**config.mk**
```make
export PLATFORM = sky130hd
export DESIGN_NAME = fir_mac_engine
export DESIGN_NICKNAME = d
export VERILOG_FILES = /design/src/rtl/fir_pkg.sv /design/src/rtl/fir_coef_bank.sv /design/src/rtl/fir_mac_engine.sv
export SDC_FILE = /design/constraint.sdc
export NUM_CORES = 2
export LEC_CHECK = 0
export CAP_MARGIN = 20
export CORE_ASPECT_RATIO = 0.6
export CORE_MARGIN = 4
export CORE_UTILIZATION = 66
export CTS_BUF_LIST = sky130_fd_sc_hd__clkbuf_8
export DETAILED_ROUTE_END_ITERATION = 16
export PLACE_DENSITY = 0.84
export SETUP_SLACK_MARGIN = 0.3
export SYNTH_ARGS = -nofsm -noshare
export SYNTH_HDL_FRONTEND = slang
export SYNTH_SLANG_ARGS = --single-unit
```
**constraint.sdc**
```tcl
create_clock -name clk -period 9.4 [get_ports clk]
set_input_delay 1.88 -clock clk [delete_from_list [all_inputs] [get_ports clk]]
set_output_delay 1.88 -clock clk [all_outputs]
set_load 0.01 [all_outputs]
```
**src/rtl/fir_pkg.sv**
```systemverilog
// Shared types and helpers for the time-multiplexed FIR MAC engine.
// Holds default widths, the controller state encoding and the output
// round/saturate function used when a result is emitted.
package fir_pkg;

  localparam int DEF_DATA_W = 16;
  localparam int DEF_COEF_W = 16;
  localparam int DEF_TAPS   = 16;

  typedef enum logic [1:0] {IDLE, MAC, OUT} fir_state_t;

  // Round half up, then clamp to the signed range of data_w bits.
  // The accumulator is passed sign-extended to 64 bits so one function
  // serves every parameterisation.
  function automatic logic signed [63:0] sat_round(input logic signed [63:0] acc,
                                                   input int shift,
                                                   input int data_w);
    logic signed [63:0] rnd;
    logic signed [63:0] hi;
    logic signed [63:0] lo;
    rnd = (acc + (64'sd1 <<< (shift - 1))) >>> shift;
    hi  = (64'sd1 <<< (data_w - 1)) - 64'sd1;
    lo  = -(64'sd1 <<< (data_w - 1));
    if (rnd > hi) begin
      return hi;
    end else if (rnd < lo) begin
      return lo;
    end else begin
      return rnd;
    end
  endfunction

endpackage

```
**src/rtl/fir_coef_bank.sv**
```systemverilog
// Purpose: TAPS x COEF_W coefficient register file, cleared on rst.
// Latency: write lands at the next clk edge; read is combinational.
// Backpressure: none; the caller gates we_i (writes only while idle).
// Ports: we_i/waddr_i/wdata_i write port, raddr_i/rdata_o read port.
module fir_coef_bank
  import fir_pkg::*;
#(
  parameter  int COEF_W = DEF_COEF_W,
  parameter  int TAPS   = DEF_TAPS,
  localparam int AW     = $clog2(TAPS)
) (
  input  logic                     clk,
  input  logic                     rst,
  input  logic                     we_i,
  input  logic [AW-1:0]            waddr_i,
  input  logic signed [COEF_W-1:0] wdata_i,
  input  logic [AW-1:0]            raddr_i,
  output logic signed [COEF_W-1:0] rdata_o
);

  logic signed [COEF_W-1:0] coef_q [TAPS];

  always_ff @(posedge clk) begin
    if (rst) begin
      for (int i = 0; i < TAPS; i++) begin
        coef_q[i] <= '0;
      end
    end else if (we_i && (int'(waddr_i) < TAPS)) begin
      // Out-of-range indices (non power-of-two TAPS) are dropped.
      coef_q[waddr_i] <= wdata_i;
    end
  end

  assign rdata_o = coef_q[raddr_i];

endmodule

```
**src/rtl/fir_mac_engine.sv**
```systemverilog
// Purpose: single-multiplier FIR; one sample per sample_clk rising edge.
// Latency: y_valid pulses in the cycle after edge E0+TAPS+1 (E0 = rise seen).
// Backpressure: none; a rise while busy is dropped and flagged on overrun.
// Ports: clk/rst (sync, active-high); sample_clk strobe + sample_in;
//        coef_we/coef_addr/coef_wdata coefficient write (idle only);
//        y_out/y_valid result, busy (not IDLE), overrun (dropped sample).
module fir_mac_engine
  import fir_pkg::*;
#(
  parameter  int DATA_W    = DEF_DATA_W,
  parameter  int COEF_W    = DEF_COEF_W,
  parameter  int TAPS      = DEF_TAPS,
  parameter  int ACC_W     = DATA_W + COEF_W + $clog2(TAPS),
  parameter  int OUT_SHIFT = 15,
  localparam int AW        = $clog2(TAPS)
) (
  input  logic                     clk,
  input  logic                     rst,
  input  logic                     sample_clk,
  input  logic signed [DATA_W-1:0] sample_in,
  input  logic                     coef_we,
  input  logic [AW-1:0]            coef_addr,
  input  logic signed [COEF_W-1:0] coef_wdata,
  output logic signed [DATA_W-1:0] y_out,
  output logic                     y_valid,
  output logic                     busy,
  output logic                     overrun
);

  fir_state_t               state_q, state_d;
  logic                     sample_clk_q;
  logic signed [ACC_W-1:0]  acc_q, acc_d;
  logic [AW-1:0]            k_q, k_d;
  logic [AW-1:0]            wptr_q, wptr_d;
  logic [AW-1:0]            newest_q, newest_d;
  logic signed [DATA_W-1:0] y_q, y_d;
  logic                     y_valid_q, y_valid_d;
  logic                     overrun_q, overrun_d;
  logic                     dl_we;
  logic signed [DATA_W-1:0] delay_q [TAPS];

  logic                     rise;
  logic [AW:0]              idx_sum;
  logic [AW:0]              idx_wrap;
  logic [AW-1:0]            tap_idx;
  logic signed [DATA_W-1:0] x_tap;
  logic signed [COEF_W-1:0] h_tap;
  logic signed [DATA_W+COEF_W-1:0] prod;
  logic [AW-1:0]            wptr_next;

  // sample_clk already lives in the clk domain; a single register suffices.
  assign rise = sample_clk & ~sample_clk_q;

  // x[k] = delay[(newest - k) mod TAPS], done with one extra bit so that
  // any TAPS (not only powers of two) wraps correctly.
  assign idx_sum  = {1'b0, newest_q} + (AW+1)'(TAPS) - {1'b0, k_q};
  assign idx_wrap = (idx_sum >= (AW+1)'(TAPS)) ? idx_sum - (AW+1)'(TAPS) : idx_sum;
  assign tap_idx  = idx_wrap[AW-1:0];
  assign x_tap    = delay_q[tap_idx];
  assign prod     = x_tap * h_tap;

  assign wptr_next = (wptr_q == AW'(TAPS - 1)) ? '0 : wptr_q + AW'(1);

  fir_coef_bank #(
    .COEF_W (COEF_W),
    .TAPS   (TAPS)
  ) u_coef_bank (
    .clk     (clk),
    .rst     (rst),
    .we_i    (coef_we && (state_q == IDLE)),
    .waddr_i (coef_addr),
    .wdata_i (coef_wdata),
    .raddr_i (k_q),
    .rdata_o (h_tap)
  );

  always_comb begin
    state_d   = state_q;
    acc_d     = acc_q;
    k_d       = k_q;
    wptr_d    = wptr_q;
    newest_d  = newest_q;
    y_d       = y_q;
    y_valid_d = 1'b0;
    overrun_d = 1'b0;
    dl_we     = 1'b0;

    case (state_q)
      IDLE: begin
        if (rise) begin
          dl_we    = 1'b1;
          newest_d = wptr_q;
          wptr_d   = wptr_next;
          acc_d    = '0;
          k_d      = '0;
          state_d  = MAC;
        end
      end
      MAC: begin
        acc_d = acc_q + ACC_W'(prod);
        if (k_q == AW'(TAPS - 1)) begin
          k_d     = '0;
          state_d = OUT;
        end else begin
          k_d = k_q + AW'(1);
        end
      end
      OUT: begin
        y_d       = DATA_W'(sat_round(64'(acc_q), OUT_SHIFT, DATA_W));
        y_valid_d = 1'b1;
        state_d   = IDLE;
      end
      default: begin
        state_d = IDLE;
      end
    endcase

    // A rise that cannot be accepted is dropped; the running MAC continues.
    if (rise && (state_q != IDLE)) begin
      overrun_d = 1'b1;
    end
  end

  always_ff @(posedge clk) begin
    if (rst) begin
      state_q      <= IDLE;
      sample_clk_q <= 1'b0;
      acc_q        <= '0;
      k_q          <= '0;
      wptr_q       <= '0;
      newest_q     <= '0;
      y_q          <= '0;
      y_valid_q    <= 1'b0;
      overrun_q    <= 1'b0;
    end else begin
      state_q      <= state_d;
      sample_clk_q <= sample_clk;
      acc_q        <= acc_d;
      k_q          <= k_d;
      wptr_q       <= wptr_d;
      newest_q     <= newest_d;
      y_q          <= y_d;
      y_valid_q    <= y_valid_d;
      overrun_q    <= overrun_d;
    end
  end

  always_ff @(posedge clk) begin
    if (rst) begin
      for (int i = 0; i < TAPS; i++) begin
        delay_q[i] <= '0;
      end
    end else if (dl_we) begin
      delay_q[wptr_q] <= sample_in;
    end
  end

  assign y_out   = y_q;
  assign y_valid = y_valid_q;
  assign busy    = (state_q != IDLE);
  assign overrun = overrun_q;

endmodule
```
==> run summary <==
### Setup path
* **Critical Path Start Type** flop
* **Slowest-stage cell, CP** sky130_fd_sc_hd__fa_4
* **Critical Path Fanout Max** 18
* **reg-to-reg setup timing slack** 590 ps
* **largest stage delay on the critical path** 990 ps
* **required time of the worst setup path** 9960 ps
* **kind of critical path** flop to flop
* **critical path arrival** 9380 ps
* **Critical Path Sink Type** flop
* **CP top delay family** adder cells
* **number of buffers and inverters on the critical path** 7
* **Most Frequent Cell on Critical Path** sky130_fd_sc_hd__fa_1
* **start of the worst register-to-register path** k_q[0]$_SDFFE_PP0P_
* **capture instance of the worst register-to-register path** acc_q[35]$_SDFFE_PP0P_
* **R2R depth** 29

### Timing
* **setup repair after global routing missed its margin** true
* **final cycle utilization of the critical path** 0.938
* **min cycle time layout** 8810 ps
* **transition time of the tightest slew-check pin** 1020 ps
* **Worst Clk Skew** 46.7 ps
* **max_slew headroom** 0.320
* **final max-slew violation count** 0
* **setup-violating endpoint count in the final report** 0
* **hold slack** 476 ps
* **final hold vios** 0
* **setup TNS after final layout** 0 ps
* **Highest Clock Rate** 113 MHz

### CTS
* **total number of clock tree sinks** 585
* **clk buf depth** 3
* **CTS clock-pin slew for the worst setup and hold paths** 60 ps
* **CTS Root Cell** sky130_fd_sc_hd__clkbuf_8
* **H-tree level count** 3
* **CTS tree** done
* **number of buffers created by CTS** 86
* **clock network latency to the later pin of the worst-skew pair** 730 ps

### Place
* **Port-buffer cells** 58
* **routability-driven placement congestion ratio** 0.931
* **Detailed Place HPWL** 69.3 mm

### Global routing
* **largest net degree at the start of global routing** 54
* **All-Layer GR Usage** 0.321
* **initial antenna violation count** 5
* **wire length of the first global-routing pass** 151 mm
* **vias in the first global route** 25500
* **total congestion overflow** 0

### Yosys
* **post-synthesis async set-or-reset flop share** 0
* **Cells after Synth** 3097
* **ranking of synthesized cells by instance count** 529 x sky130_fd_sc_hd__and2_1, 512 x sky130_fd_sc_hd__edfxtp_1, 394 x sky130_fd_sc_hd__inv_1, 316 x sky130_fd_sc_hd__fa_1, 179 x sky130_fd_sc_hd__nand2_1
* **flop and latch count out of synthesis** 585
* **Post-Synthesis Net Count** 3568
* **cell area after synthesis** 38300 sq um
* **largest area contributor in the synthesized netlist** sky130_fd_sc_hd__edfxtp_1
* **number of enable-type register cells in the synthesized netlist** 512
* **mean cell area of the mapped netlist** 12.4 sq um
* **top cells by area, synth** sky130_fd_sc_hd__edfxtp_1 40%, sky130_fd_sc_hd__fa_1 17%, sky130_fd_sc_hd__and2_1 8.6%
* **top flip-flop cell by instance count after synthesis** sky130_fd_sc_hd__edfxtp_1
* **cell with the most instances after synthesis** sky130_fd_sc_hd__and2_1
* **sequential element share of the synthesized area** 0.440
* **Synth cell types** 75
* **Yosys top cell area share** 0.401
* **Yosys warning total** 0

### Route
* **drc violations** 0
* **Total Wirelength** 97.6 mm
* **overall via count from detail_route** 24600
* **iteration-0 DRC count of the detailed router** 3139
* **Wirelength per Cell** 24.4 um
* **First-pass DRT Iterations** 5
* **via density per instance** 6.15
* **residual antenna-violating net count after detailed routing** 0

### Run
* **total of max-cap violations** 0

### Min path
* **Hold WC Path Type** flop to flop
* **number of cells traversed by the worst hold path** 2
* **end point of the worst hold path** newest_q[0]$_SDFFE_PP0P_
* **HP Start** newest_q[0]$_SDFFE_PP0P_

### Status
* **result of the run** finished, final reports clean

### Cells and area
* **Nets** 3636
* **relative area change from synthesis to final layout** 8.37%
* **layout cells sized above 1** 0.138
* **Diodes inserted** 0
* **final core utilization** 0.723

### Die
* **full die area** 62100 sq um
* **Placement Rows** 68
* **Die Wd** 319 um
* **die outline height** 195 um
* **I/O pin count** 59
* **Core Region** 57400 sq um
* **starting density of the core** 0.667

-- metal layers --
metal / share of wire / track usage / up-vias
li1: - / - / 10400
met1: 0.39 / 0.475 / 12400
met2: 0.43 / 0.457 / 1582
met3: 0.15 / 0.124 / 160
met4: 0.020 / 0.0765 / 4
met5: 0.00031 / 0 / -
-- per-stage QoR --
stage / cell area [sq um] / worst slack [ps] / cells
2_1_floorplan: 38300 / 1590 / 3097
3_3_place_gp: 39800 / 579 / 3839
3_5_place_dp: 39800 / 398 / 3842
4_1_cts: 41300 / 337 / 3990
5_1_grt: 41500 / 264 / 3995
6_report: 41500 / 585 / 3995
-- timing repair --
item,CTS,global route
setup endpoints to repair,0,17
hold buffers,0,0
endpoints found under the hold margin,0,0
resized for setup,0,20
setup buffers,0,4
-- cells by family (layout without fill, tap and decap cells) --
logic type	count (synthesis)	count (layout)	share of synthesized area
xor gates and xnor gates	56	56	0.0128
buffers and inverters	557	685	0.0583
DFF	585	585	0.440
adders and majority gates	431	431	0.203
AOI/OAI and AO/OA	193	193	0.0356
and+or+nand+nor	1090	1090	0.157
muxes	185	185	0.0937
-- registers in the layout, indices dropped and copies added, names as in the netlist, named ones only --
register            count
sample_clk_q            1
acc_q                  36
overrun                 1
newest_q                4
wptr_q                  4
delay_q               256
y_out                  16
u_coef_bank.coef_q    256
k_q                     4
y_valid                 1
state_q                 2
-- cell usage in the layout, fill, tap and decap left out, types with 24 or more instances in the layout --
cell,Yosys,routed
sky130_fd_sc_hd__buf_4,10,77
sky130_fd_sc_hd__edfxtp_1,512,512
sky130_fd_sc_hd__clkdlybuf4s50_1,0,57
sky130_fd_sc_hd__mux2i_1,32,31
sky130_fd_sc_hd__dfxtp_1,73,71
sky130_fd_sc_hd__inv_1,394,426
sky130_fd_sc_hd__a21oi_1,58,52
sky130_fd_sc_hd__nor2b_1,87,87
sky130_fd_sc_hd__clkbuf_8,0,89
sky130_fd_sc_hd__or2_2,35,35
sky130_fd_sc_hd__ha_1,115,114
sky130_fd_sc_hd__nor2_1,141,141
sky130_fd_sc_hd__nand2_1,179,179
sky130_fd_sc_hd__mux4_2,137,137
sky130_fd_sc_hd__nand2b_1,30,30
sky130_fd_sc_hd__nand3_1,24,24
sky130_fd_sc_hd__fa_1,316,314
sky130_fd_sc_hd__xnor2_1,35,34
sky130_fd_sc_hd__and2_1,529,529
-- worst max-delay path by stage --
stage | end | slack [ps] | depth (start not counted) | start
after detailed placement | acc_q[30]$_SDFFE_PP0P_ | 400 | 28 | k_q[0]$_SDFFE_PP0P_
after global routing | acc_q[29]$_SDFFE_PP0P_ | 260 | 28 | k_q[0]$_SDFFE_PP0P_
final | acc_q[35]$_SDFFE_PP0P_ | 590 | 29 | k_q[0]$_SDFFE_PP0P_
after floorplan | acc_q[31]$_SDFFE_PP0P_ | 1590 | 29 | k_q[0]$_SDFFE_PP0P_
after global placement | acc_q[31]$_SDFFE_PP0P_ | 580 | 26 | k_q[0]$_SDFFE_PP0P_
after CTS | acc_q[30]$_SDFFE_PP0P_ | 340 | 28 | k_q[0]$_SDFFE_PP0P_
-- cell type report --
| type | instances | area, sq um |
|---|---|---|
| inverters | 394 | 1480 |
| multi-input cells | 1955 | 19400 |
| well taps | 770 | 963 |
| flip-flops and latches | 585 | 16800 |
| clock inverters | 59 | 310 |
| repair buffers | 143 | 1310 |
| clock buffers | 89 | 1220 |
| fillers | 3671 | 15900 |
-- worst register-to-register path: cells and delay by family (launching register included) --
family / cells / cell delay [ps]
simple gates: 2 / 370
buf+inv: 7 / 760
compound gates: 9 / 1900
flops: 1 / 410
mux: 1 / 520
fa+ha+maj: 9 / 4520
xor+xnor: 1 / 170
Power is not shown: default switching activity piles up to over one toggle a cycle in this logic, so the estimate is an artifact.
